`config.mk`:
```
export PLATFORM = sky130hd
export DESIGN_NAME = vram_read_arbiter
export DESIGN_NICKNAME = d
export VERILOG_FILES = /design/src/rtl/vram_read_arbiter.sv
export SDC_FILE = /design/constraint.sdc
export NUM_CORES = 1
export LEC_CHECK = 0
export ABC_AREA = 1
export CAP_MARGIN = 0
export CORE_AREA = 2 2 86 88
export CTS_CLUSTER_SIZE = 12
export DETAILED_ROUTE_END_ITERATION = 10
export DIE_AREA = 0 0 88 90
export PLACE_DENSITY = 0.85
export SLEW_MARGIN = 20
export SYNTH_ARGS = -nofsm -noshare
export SYNTH_HDL_FRONTEND = slang
export SYNTH_HIERARCHICAL = 1
export SYNTH_SLANG_ARGS = --single-unit
```
`constraint.sdc`:
```
create_clock -name clk -period 1.9 [get_ports clk]
set_clock_uncertainty 0.1 [all_clocks]
set_input_delay 0.285 -clock clk [delete_from_list [all_inputs] [get_ports clk]]
set_output_delay 0.285 -clock clk [all_outputs]
set_load 0.01 [all_outputs]
```
`src/rtl/vram_read_arbiter.sv`:
```
// Shares one pipelined video-memory read port among NUM_REQ requesters.
// Port 0 (scanout) has priority; ports 1..N-1 are served round-robin with a starvation guard.

module vram_wait_cnt #(
  parameter int MAX_WAIT = 15,
  parameter int CW       = 4
) (
  input  logic clk,
  input  logic reset,
  input  logic req,
  input  logic gnt,
  output logic starved
);
  logic [CW-1:0] cnt_q, cnt_d;

  always_comb begin
    cnt_d = '0;
    if (req && !gnt)
      cnt_d = (cnt_q == CW'(MAX_WAIT)) ? cnt_q : cnt_q + CW'(1);
  end

  always_ff @(posedge clk) begin
    if (reset) cnt_q <= '0;
    else       cnt_q <= cnt_d;
  end

  assign starved = req && (cnt_q == CW'(MAX_WAIT));
endmodule

module vram_read_arbiter #(
  parameter int NUM_REQ     = 3,
  parameter int ADDR_W      = 16,
  parameter int DATA_W      = 32,
  parameter int MEM_LATENCY = 2,
  parameter int MAX_WAIT    = 15
) (
  input  logic                      clk,
  input  logic                      reset,
  input  logic [NUM_REQ-1:0]        req_i,
  input  logic [NUM_REQ*ADDR_W-1:0] addr_i,
  output logic [NUM_REQ-1:0]        gnt_o,
  output logic [NUM_REQ-1:0]        rvalid_o,
  output logic [DATA_W-1:0]         rdata_o,
  input  logic                      mem_ready_i,
  output logic                      mem_rd_o,
  output logic [ADDR_W-1:0]         mem_addr_o,
  input  logic [DATA_W-1:0]         mem_data_i
);
  localparam int PTR_W = $clog2(NUM_REQ);
  localparam int CW    = $clog2(MAX_WAIT + 1);

  if (NUM_REQ < 2 || MEM_LATENCY < 1 || MAX_WAIT < 1) begin : g_bad_param
    $error("vram_read_arbiter: NUM_REQ>=2, MEM_LATENCY>=1, MAX_WAIT>=1 required");
  end

  logic [NUM_REQ-1:0][ADDR_W-1:0]      addr_v;
  logic [NUM_REQ-1:0]                  starved, gnt;
  logic [PTR_W-1:0]                    rr_q, rr_d;
  logic                                mem_rd_q, mem_rd_d;
  logic [ADDR_W-1:0]                   mem_addr_q, mem_addr_d;
  logic [MEM_LATENCY:0][NUM_REQ-1:0]   vld_pipe_q, vld_pipe_d;

  assign addr_v = addr_i;

  // First set bit of v among ports 1..N-1, scanning from ptr and wrapping N-1 -> 1.
  function automatic logic [NUM_REQ-1:0] pick_rr(input logic [NUM_REQ-1:0] v,
                                                 input logic [PTR_W-1:0]   ptr);
    logic [NUM_REQ-1:0] oh;
    logic [PTR_W:0]     s;
    logic [PTR_W-1:0]   idx;
    logic               done;
    oh   = '0;
    done = 1'b0;
    for (int i = 0; i < NUM_REQ-1; i++) begin
      s = {1'b0, ptr} + (PTR_W+1)'(i);
      if (s > (PTR_W+1)'(NUM_REQ-1)) s = s - (PTR_W+1)'(NUM_REQ-1);
      idx = s[PTR_W-1:0];
      if (!done && v[idx]) begin
        oh[idx] = 1'b1;
        done    = 1'b1;
      end
    end
    return oh;
  endfunction

  assign starved[0] = 1'b0;
  for (genvar k = 1; k < NUM_REQ; k++) begin : g_wait
    vram_wait_cnt #(.MAX_WAIT(MAX_WAIT), .CW(CW)) u_wait (
      .clk     (clk),
      .reset   (reset),
      .req     (req_i[k]),
      .gnt     (gnt[k]),
      .starved (starved[k])
    );
  end

  always_comb begin
    gnt = '0;
    if (mem_ready_i) begin
      if (|starved)       gnt = pick_rr(starved, rr_q);
      else if (req_i[0])  gnt[0] = 1'b1;
      else                gnt = pick_rr({req_i[NUM_REQ-1:1], 1'b0}, rr_q);
    end
  end

  always_comb begin
    rr_d       = rr_q;
    mem_addr_d = mem_addr_q;
    for (int k = 0; k < NUM_REQ; k++) begin
      if (gnt[k]) begin
        mem_addr_d = addr_v[k];
        if (k != 0) rr_d = (k == NUM_REQ-1) ? PTR_W'(1) : PTR_W'(k+1);
      end
    end
    mem_rd_d   = |gnt;
    // Stage 0 travels alongside the issued strobe; the last stage lines up with returning data.
    vld_pipe_d = {vld_pipe_q[MEM_LATENCY-1:0], gnt};
  end

  always_ff @(posedge clk) begin
    if (reset) begin
      rr_q       <= PTR_W'(1);
      mem_rd_q   <= 1'b0;
      mem_addr_q <= '0;
      vld_pipe_q <= '0;
    end else begin
      rr_q       <= rr_d;
      mem_rd_q   <= mem_rd_d;
      mem_addr_q <= mem_addr_d;
      vld_pipe_q <= vld_pipe_d;
    end
  end

  assign gnt_o      = gnt;
  assign mem_rd_o   = mem_rd_q;
  assign mem_addr_o = mem_addr_q;
  assign rvalid_o   = vld_pipe_q[MEM_LATENCY];
  assign rdata_o    = mem_data_i;
endmodule

```
==> flow_summary.ini, run 1 <==
[status]
status = complete, but fails checks
violations = negative setup slack

[min_path]
min_path_type = reg -> reg

[critical_path]
crit_fanout = 4
crit_type = reg -> out
crit-reg2reg-capture = mem_addr_o[0]
r2r_setup_slack_ns = -0.03
startpoint_type = flip-flop
rr_worst_depth = 12
endpoint = gnt_o[2]
startpoint = g_wait[2].u_wait/cnt_q[0]
reg2reg_from = g_wait[2].u_wait/cnt_q[0]
critPathCaptureType = output pin
worstPathArrival_ns = 1.59
required_ns = 1.51

[placed_design]
portBuffers = 76
dpl_cell_area_um2 = 3070
placed_cells = 517
dp_hpwl_um = 4350
place_congestion = 0.862

[final_layout]
fillers = 671
drive_above_1_share = 0.241
antenna_cells = 0
mostFrequentLayoutCell = clkdlybuf4s50_1
fin_area_um2 = 3450
finalNonFillerCells = 531
regArea_um2 = 723
layout_common_cells = 73 x clkdlybuf4s50_1, 70 x nand2_1, 70 x nor2_1
nets = 519
syn_to_final_growth_pct = 47.8
multiInputGateArea_um2 = 1190

[yosys]
yosys.area.top_type = dfxtp_1
synth_area_per_cell_um2 = 6.39
synth.top_cell.area_share = 0.308
syn_nets = 454
synth_area_leaders = dfxtp_1 31%, nand2_1 13%, nor2_1 13%, buf_4 12%, inv_1 9.0%
yosysSeqAreaShare = 0.308
netlist_instances = 366
yosysWarnings = 6
synth_cell_types = 23
syn_area_um2 = 2340
yosys_register_bits = 36

[clocking]
clkLatencyLatePin_ns = 0.29
cts_buffer_depth = 2
htreeDepth = 2
cts_tree = done
root_buffer = clkbuf_8
cts_sinks = 36
hold_buffers = 0
clk_pin_slew_ns = 0.07
numCtsBuffers = 5

[global_routing]
overflow = 0
grt_pass1_vias = 2083
antenna_found_initial = 0
grt.total_usage = 0.145
grt_max_degree = 34
grt_pass1_wl_um = 9250

[drt]
drt_wl_total_um = 6030
drtAntennaViolNets = 0
routed-via-count = 2262
drtIter0Drc = 94
wl_per_cell_um = 11.4
drcViolationCount = 0
first_pass_iters = 4
viasPerCell = 4.26

[floorplanning]
initial_core_util = 0.333
pin_count = 141
dieArea_um2 = 7920
core_area_um2 = 7020
die_y_um = 90
dieWidth_um = 88
placementRows = 31

[sta]
rsz0062_at_grt = true
slew_headroom = 0.747
fmax_ghz = 0.507
finalSetupViolations = 14
timing.final.crit_share = 1.04
worst_pin_slew_ns = 0.379
drv_slew = 0
fin_ws_ns = -0.0707
fin_crit_ns = 1.97
hold_viol = 0

[power]
peakVddDrop_v = 0.000343
p_leak_uw = 0.00163
totalPowerFinal_uw = 2040
powerDensity_nw_per_um2 = 591

[job]
maxCapViolCount = 0
## Yosys cell counts
library cell  instances
nand2_1              83
nor2_1               78
inv_1                56
buf_4                37
dfxtp_1              36
nand3_1              22
o21ai_1              16
nand2_2              12
buf_6                 5
nand3_2               3
buf_1                 2
buf_2                 2
ha_1                  2
nor2_4                2
o21ai_0               2
a21boi_2              1
buf_12                1
inv_2                 1
inv_4                 1
nand2_4               1
nand2_8               1
nand3_4               1
o21bai_1              1
## metal layers
metal	global-route usage	up-vias	share of wire
met5	0	-	0
met1	0.172	988	0.42
met3	0.0340	18	0.056
met2	0.246	77	0.50
li1	-	1179	-
met4	0.0641	0	0.024
## worst min-delay path by stage
stage | startpoint | end | slack (ns) | depth (start not counted)
6_report | vld_pipe_d[3] | vld_pipe_d[6] | 0.30 | 2
5_1_grt | vld_pipe_d[7] | rvalid_o[1] | 0.33 | 2
4_1_cts | vld_pipe_d[3] | vld_pipe_d[6] | 0.30 | 2
3_5_place_dp | vld_pipe_d[3] | vld_pipe_d[6] | 0.29 | 2
3_3_place_gp | vld_pipe_d[4] | vld_pipe_d[7] | 0.29 | 2
2_1_floorplan | vld_pipe_d[6] | rvalid_o[0] | 0.29 | 2
## what timing repair did
action / in CTS / in global routing
pin swaps: 7 / 23
gates resized for setup: 22 / 46
cloned: 0 / 3
endpoints found under the hold margin: 0 / 0
setup endpoints to repair: 24 / 28
buffers inserted: 1 / 3
## kinds of logic after synthesis
family                     count (synthesis)  share of synthesized area
AOI/OAI and AO/OA                         20                     0.0466
adders and majority gates                  2                     0.0107
and+or+nand+nor                          203                      0.381
buffers and inverters                    105                      0.253
DFF                                       36                      0.308
## critical path, cell delays in order (launching register included)
cell      delay [ns]
dfxtp_2         0.35
ha_4            0.16
nand3_4         0.10
nor2_4          0.16
nand3_2         0.10
a21boi_2        0.14
nand2_2         0.10
inv_4           0.08
buf_6           0.10
## stage by stage
stage,hold WS [ns],setup slack (ns),util,setup TNS [ns]
after CTS,0.303,-0.0389,0.458,-0.0863
after floorplan,0.288,0.0371,-,0
final,0.303,-0.0707,0.492,-0.326
after global placement,0.290,-0.411,0.437,-7.32
after global routing,0.332,-0.179,0.492,-2.92
after detailed placement,0.292,-0.410,0.437,-8.27
## layout make-up
| cell class | count | share of cell area |
|---|---|---|
| clock inverter | 3 | 0.0123 |
| clock buffer | 5 | 0.0199 |
| sequential | 36 | 0.209 |
| tap | 99 | 0.0359 |
| inverter | 58 | 0.0652 |
| multi-input combinational | 225 | 0.344 |
| timing repair buffer | 105 | 0.313 |
## power by group
group          internal (µW)  switching (µW)
Sequential               799            31.2
Combinational            295             237
Clock                    388             289
## registers in the layout, summed over array words and instances (netlist names)
signal / flops
mem_addr_o: 16
mem_rd_o: 1
g_wait.u_wait/cnt_q: 8
rvalid_o: 3
vld_pipe_d: 6
rr_q: 2
No activity file was read; power rests on OpenSTA's default activity.
==> inputs of run 2 (changes only) <==
--- a/config.mk
+++ b/config.mk
@@ -11,9 +11,8 @@
 export CTS_CLUSTER_SIZE = 12
 export DETAILED_ROUTE_END_ITERATION = 10
 export DIE_AREA = 0 0 88 90
-export PLACE_DENSITY = 0.85
+export PLACE_DENSITY = 0.76
 export SLEW_MARGIN = 20
 export SYNTH_ARGS = -nofsm -noshare
 export SYNTH_HDL_FRONTEND = slang
-export SYNTH_HIERARCHICAL = 1
 export SYNTH_SLANG_ARGS = --single-unit
==> run 2 against run 1 <==
Against the previous run: count of clock-buffer cells in the layout rose by 1; wire length decreased by 1.6%; fmax fell by 0.17%; setup slack got worse by 0.0034 ns; the flow still finishes with violations (negative setup slack).
==> flow_summary.ini, run 2 <==
[drt]
first_pass_iters = 4
viasPerCell = 4.33
drt_wl_total_um = 5930
drtIter0Drc = 48
drcViolationCount = 0
wl_per_cell_um = 11.4
drtAntennaViolNets = 0
routed-via-count = 2255

[final_layout]
fin_area_um2 = 3280
largest_reg_flops = 16
multiInputGateArea_um2 = 1100
layout_common_cells = 101 x nand2_1, 71 x clkdlybuf4s50_1, 48 x inv_1
fillers = 719
syn_to_final_growth_pct = 42.3
finalNonFillerCells = 521
nets = 510
mostFrequentLayoutCell = nand2_1
regArea_um2 = 726
drive_above_1_share = 0.168
antenna_cells = 0

[yosys]
yosysWarnings = 0
synth.top_cell.area_share = 0.313
synth_flop_cell = dfxtp_1
synth_edf_count = 0
yosysSeqAreaShare = 0.313
synth_most_common_cell = nand2_1
yosys.area.top_type = dfxtp_1
syn_area_um2 = 2300
synth_cell_types = 27
yosys_register_bits = 36
async_flop_share = 0
netlist_top_cells_count = 104 x nand2_1, 50 x inv_1, 44 x nor2_1, 38 x buf_4, 36 x dfxtp_1
synth_area_leaders = dfxtp_1 31%, nand2_1 17%, buf_4 12%, inv_1 8.1%, nor2_1 7.2%
synth_area_per_cell_um2 = 6.49
syn_nets = 443
netlist_instances = 355

[global_routing]
grt_max_degree = 25
grt_pass1_vias = 2127
grt_pass1_wl_um = 9360
antenna_found_initial = 0
overflow = 0
grt.total_usage = 0.148

[sta]
slew_headroom = 0.728
worst_pin_slew_ns = 0.407
timing.final.crit_share = 1.04
fin_setup_tns_ns = -0.276
fin_ws_ns = -0.0741
fmax_ghz = 0.507
hold_viol = 0
drv_slew = 0
fin_crit_ns = 1.97
finalSetupViolations = 15
rsz0062_at_grt = true

[clocking]
htreeDepth = 2
root_buffer = clkbuf_8
cts_buffer_depth = 2
hold_buffers = 0
clkLatencyLatePin_ns = 0.29
numCtsBuffers = 5
cts_sinks = 36
clk_pin_slew_ns = 0.07
cts_tree = done

[power]
totalPowerFinal_uw = 1790
powerDensity_nw_per_um2 = 547
power.internal_uw = 1310
switching_share = 0.270
power_switching_uw = 484
peakVddDrop_v = 0.000239
seqPwrFrac = 0.457
p_leak_uw = 0.00159
p_comb_frac = 0.255
clkPwrFrac = 0.288

[job]
maxCapViolCount = 0

[floorplanning]
pin_count = 141
initial_core_util = 0.328
die_y_um = 90
placementRows = 31
core_area_um2 = 7020
dieArea_um2 = 7920
dieWidth_um = 88

[critical_path]
worstPathArrival_ns = 1.59
critPathCaptureType = output pin
startpoint_type = flip-flop
crit_fanout = 3
required_ns = 1.51
crit_type = reg -> out

[min_path]
min_path_type = reg -> reg

[status]
status = complete, but fails checks
violations = negative setup slack

[placed_design]
dp_hpwl_um = 4260
portBuffers = 76
dpl_cell_area_um2 = 3060
placed_cells = 508
place_congestion = 0.819
## run 2: cell types whose count changed after synthesis, moves of 6 or more
| cell | before | now |
|---|---|---|
| nand3b_1 | 0 | 10 |
| a21oi_1 | 0 | 7 |
| nand2_2 | 12 | 0 |
| nor2_1 | 78 | 44 |
| nand4_1 | 0 | 18 |
| inv_1 | 56 | 50 |
| nand2_1 | 83 | 104 |
| o21ai_1 | 16 | 0 |
| nand3_1 | 22 | 13 |
## run 2: repair_timing
action,4_1_cts,5_1_grt
gates resized for setup,30,10
endpoints found under the setup margin,24,23
setup buffers,3,3
pin swaps,6,1
## run 2: worst max-delay path, stage by stage, from the launching register on
cell,delay (ns)
dfxtp_2,0.36
ha_4,0.15
nand4_1,0.19
buf_4,0.20
nand2_2,0.07
nand3_2,0.07
nand3_2,0.09
inv_2,0.07
buf_6,0.12
## run 2: final timing paths
| path | from | endpoint | slack, ns | cells after the start |
|---|---|---|---|---|
| worst max-delay path | g_wait[1].u_wait.cnt_q[0] | gnt_o[2] | -0.07 | 8 |
| worst min-delay path | vld_pipe_d[4] | vld_pipe_d[7] | 0.30 | 2 |
| worst max register to register | g_wait[1].u_wait.cnt_q[0] | mem_addr_o[10] | -0.03 | 13 |
| worst min register to register | vld_pipe_d[4] | vld_pipe_d[7] | 0.30 | 2 |
## run 2: power by group through the flow
stage	clock network, µW	registers, µW	logic [µW]
final	515	819	457
after global routing	564	824	505
after CTS	534	819	452
after detailed placement	0	834	444
after global placement	0	832	439
after floorplan	0	848	252
## run 2: per-layer routing
| metal | GRT usage | routed length (µm) | up-vias |
|---|---|---|---|
| met5 | 0 | 0 | - |
| met1 | 0.175 | 2630 | 989 |
| met2 | 0.247 | 2810 | 71 |
| li1 | - | - | 1183 |
| met3 | 0.0505 | 418 | 12 |
| met4 | 0.0500 | 78 | 0 |
## run 2: logic make-up (layout without fill, tap and decap cells)
kind of cell	count (synthesis)	after routing	share of synthesized area
buffers and inverters	101	168	0.238
adders and majority gates	2	2	0.0109
AOI/OAI and AO/OA	13	13	0.0331
xor gates and xnor gates	1	1	0.00380
DFF	36	36	0.313
and+or+nand+nor	202	202	0.401
## run 2: area by class of cell
type	instances	share of cell area
inverter	52	0.0596
sequential	36	0.221
timing repair buffer	109	0.320
clock inverter	1	0.00153
tap	99	0.0378
clock buffer	6	0.0221
multi-input combinational	218	0.337
## run 2: per-stage QoR
step                      utilization  setup WS (ns)  hold slack, ns
after floorplan                     -         0.0667           0.281
after global placement          0.436         -0.382           0.291
after detailed placement        0.436         -0.412           0.292
after CTS                       0.458        -0.0465           0.302
after global routing            0.467         -0.162           0.321
final                           0.467        -0.0741           0.300
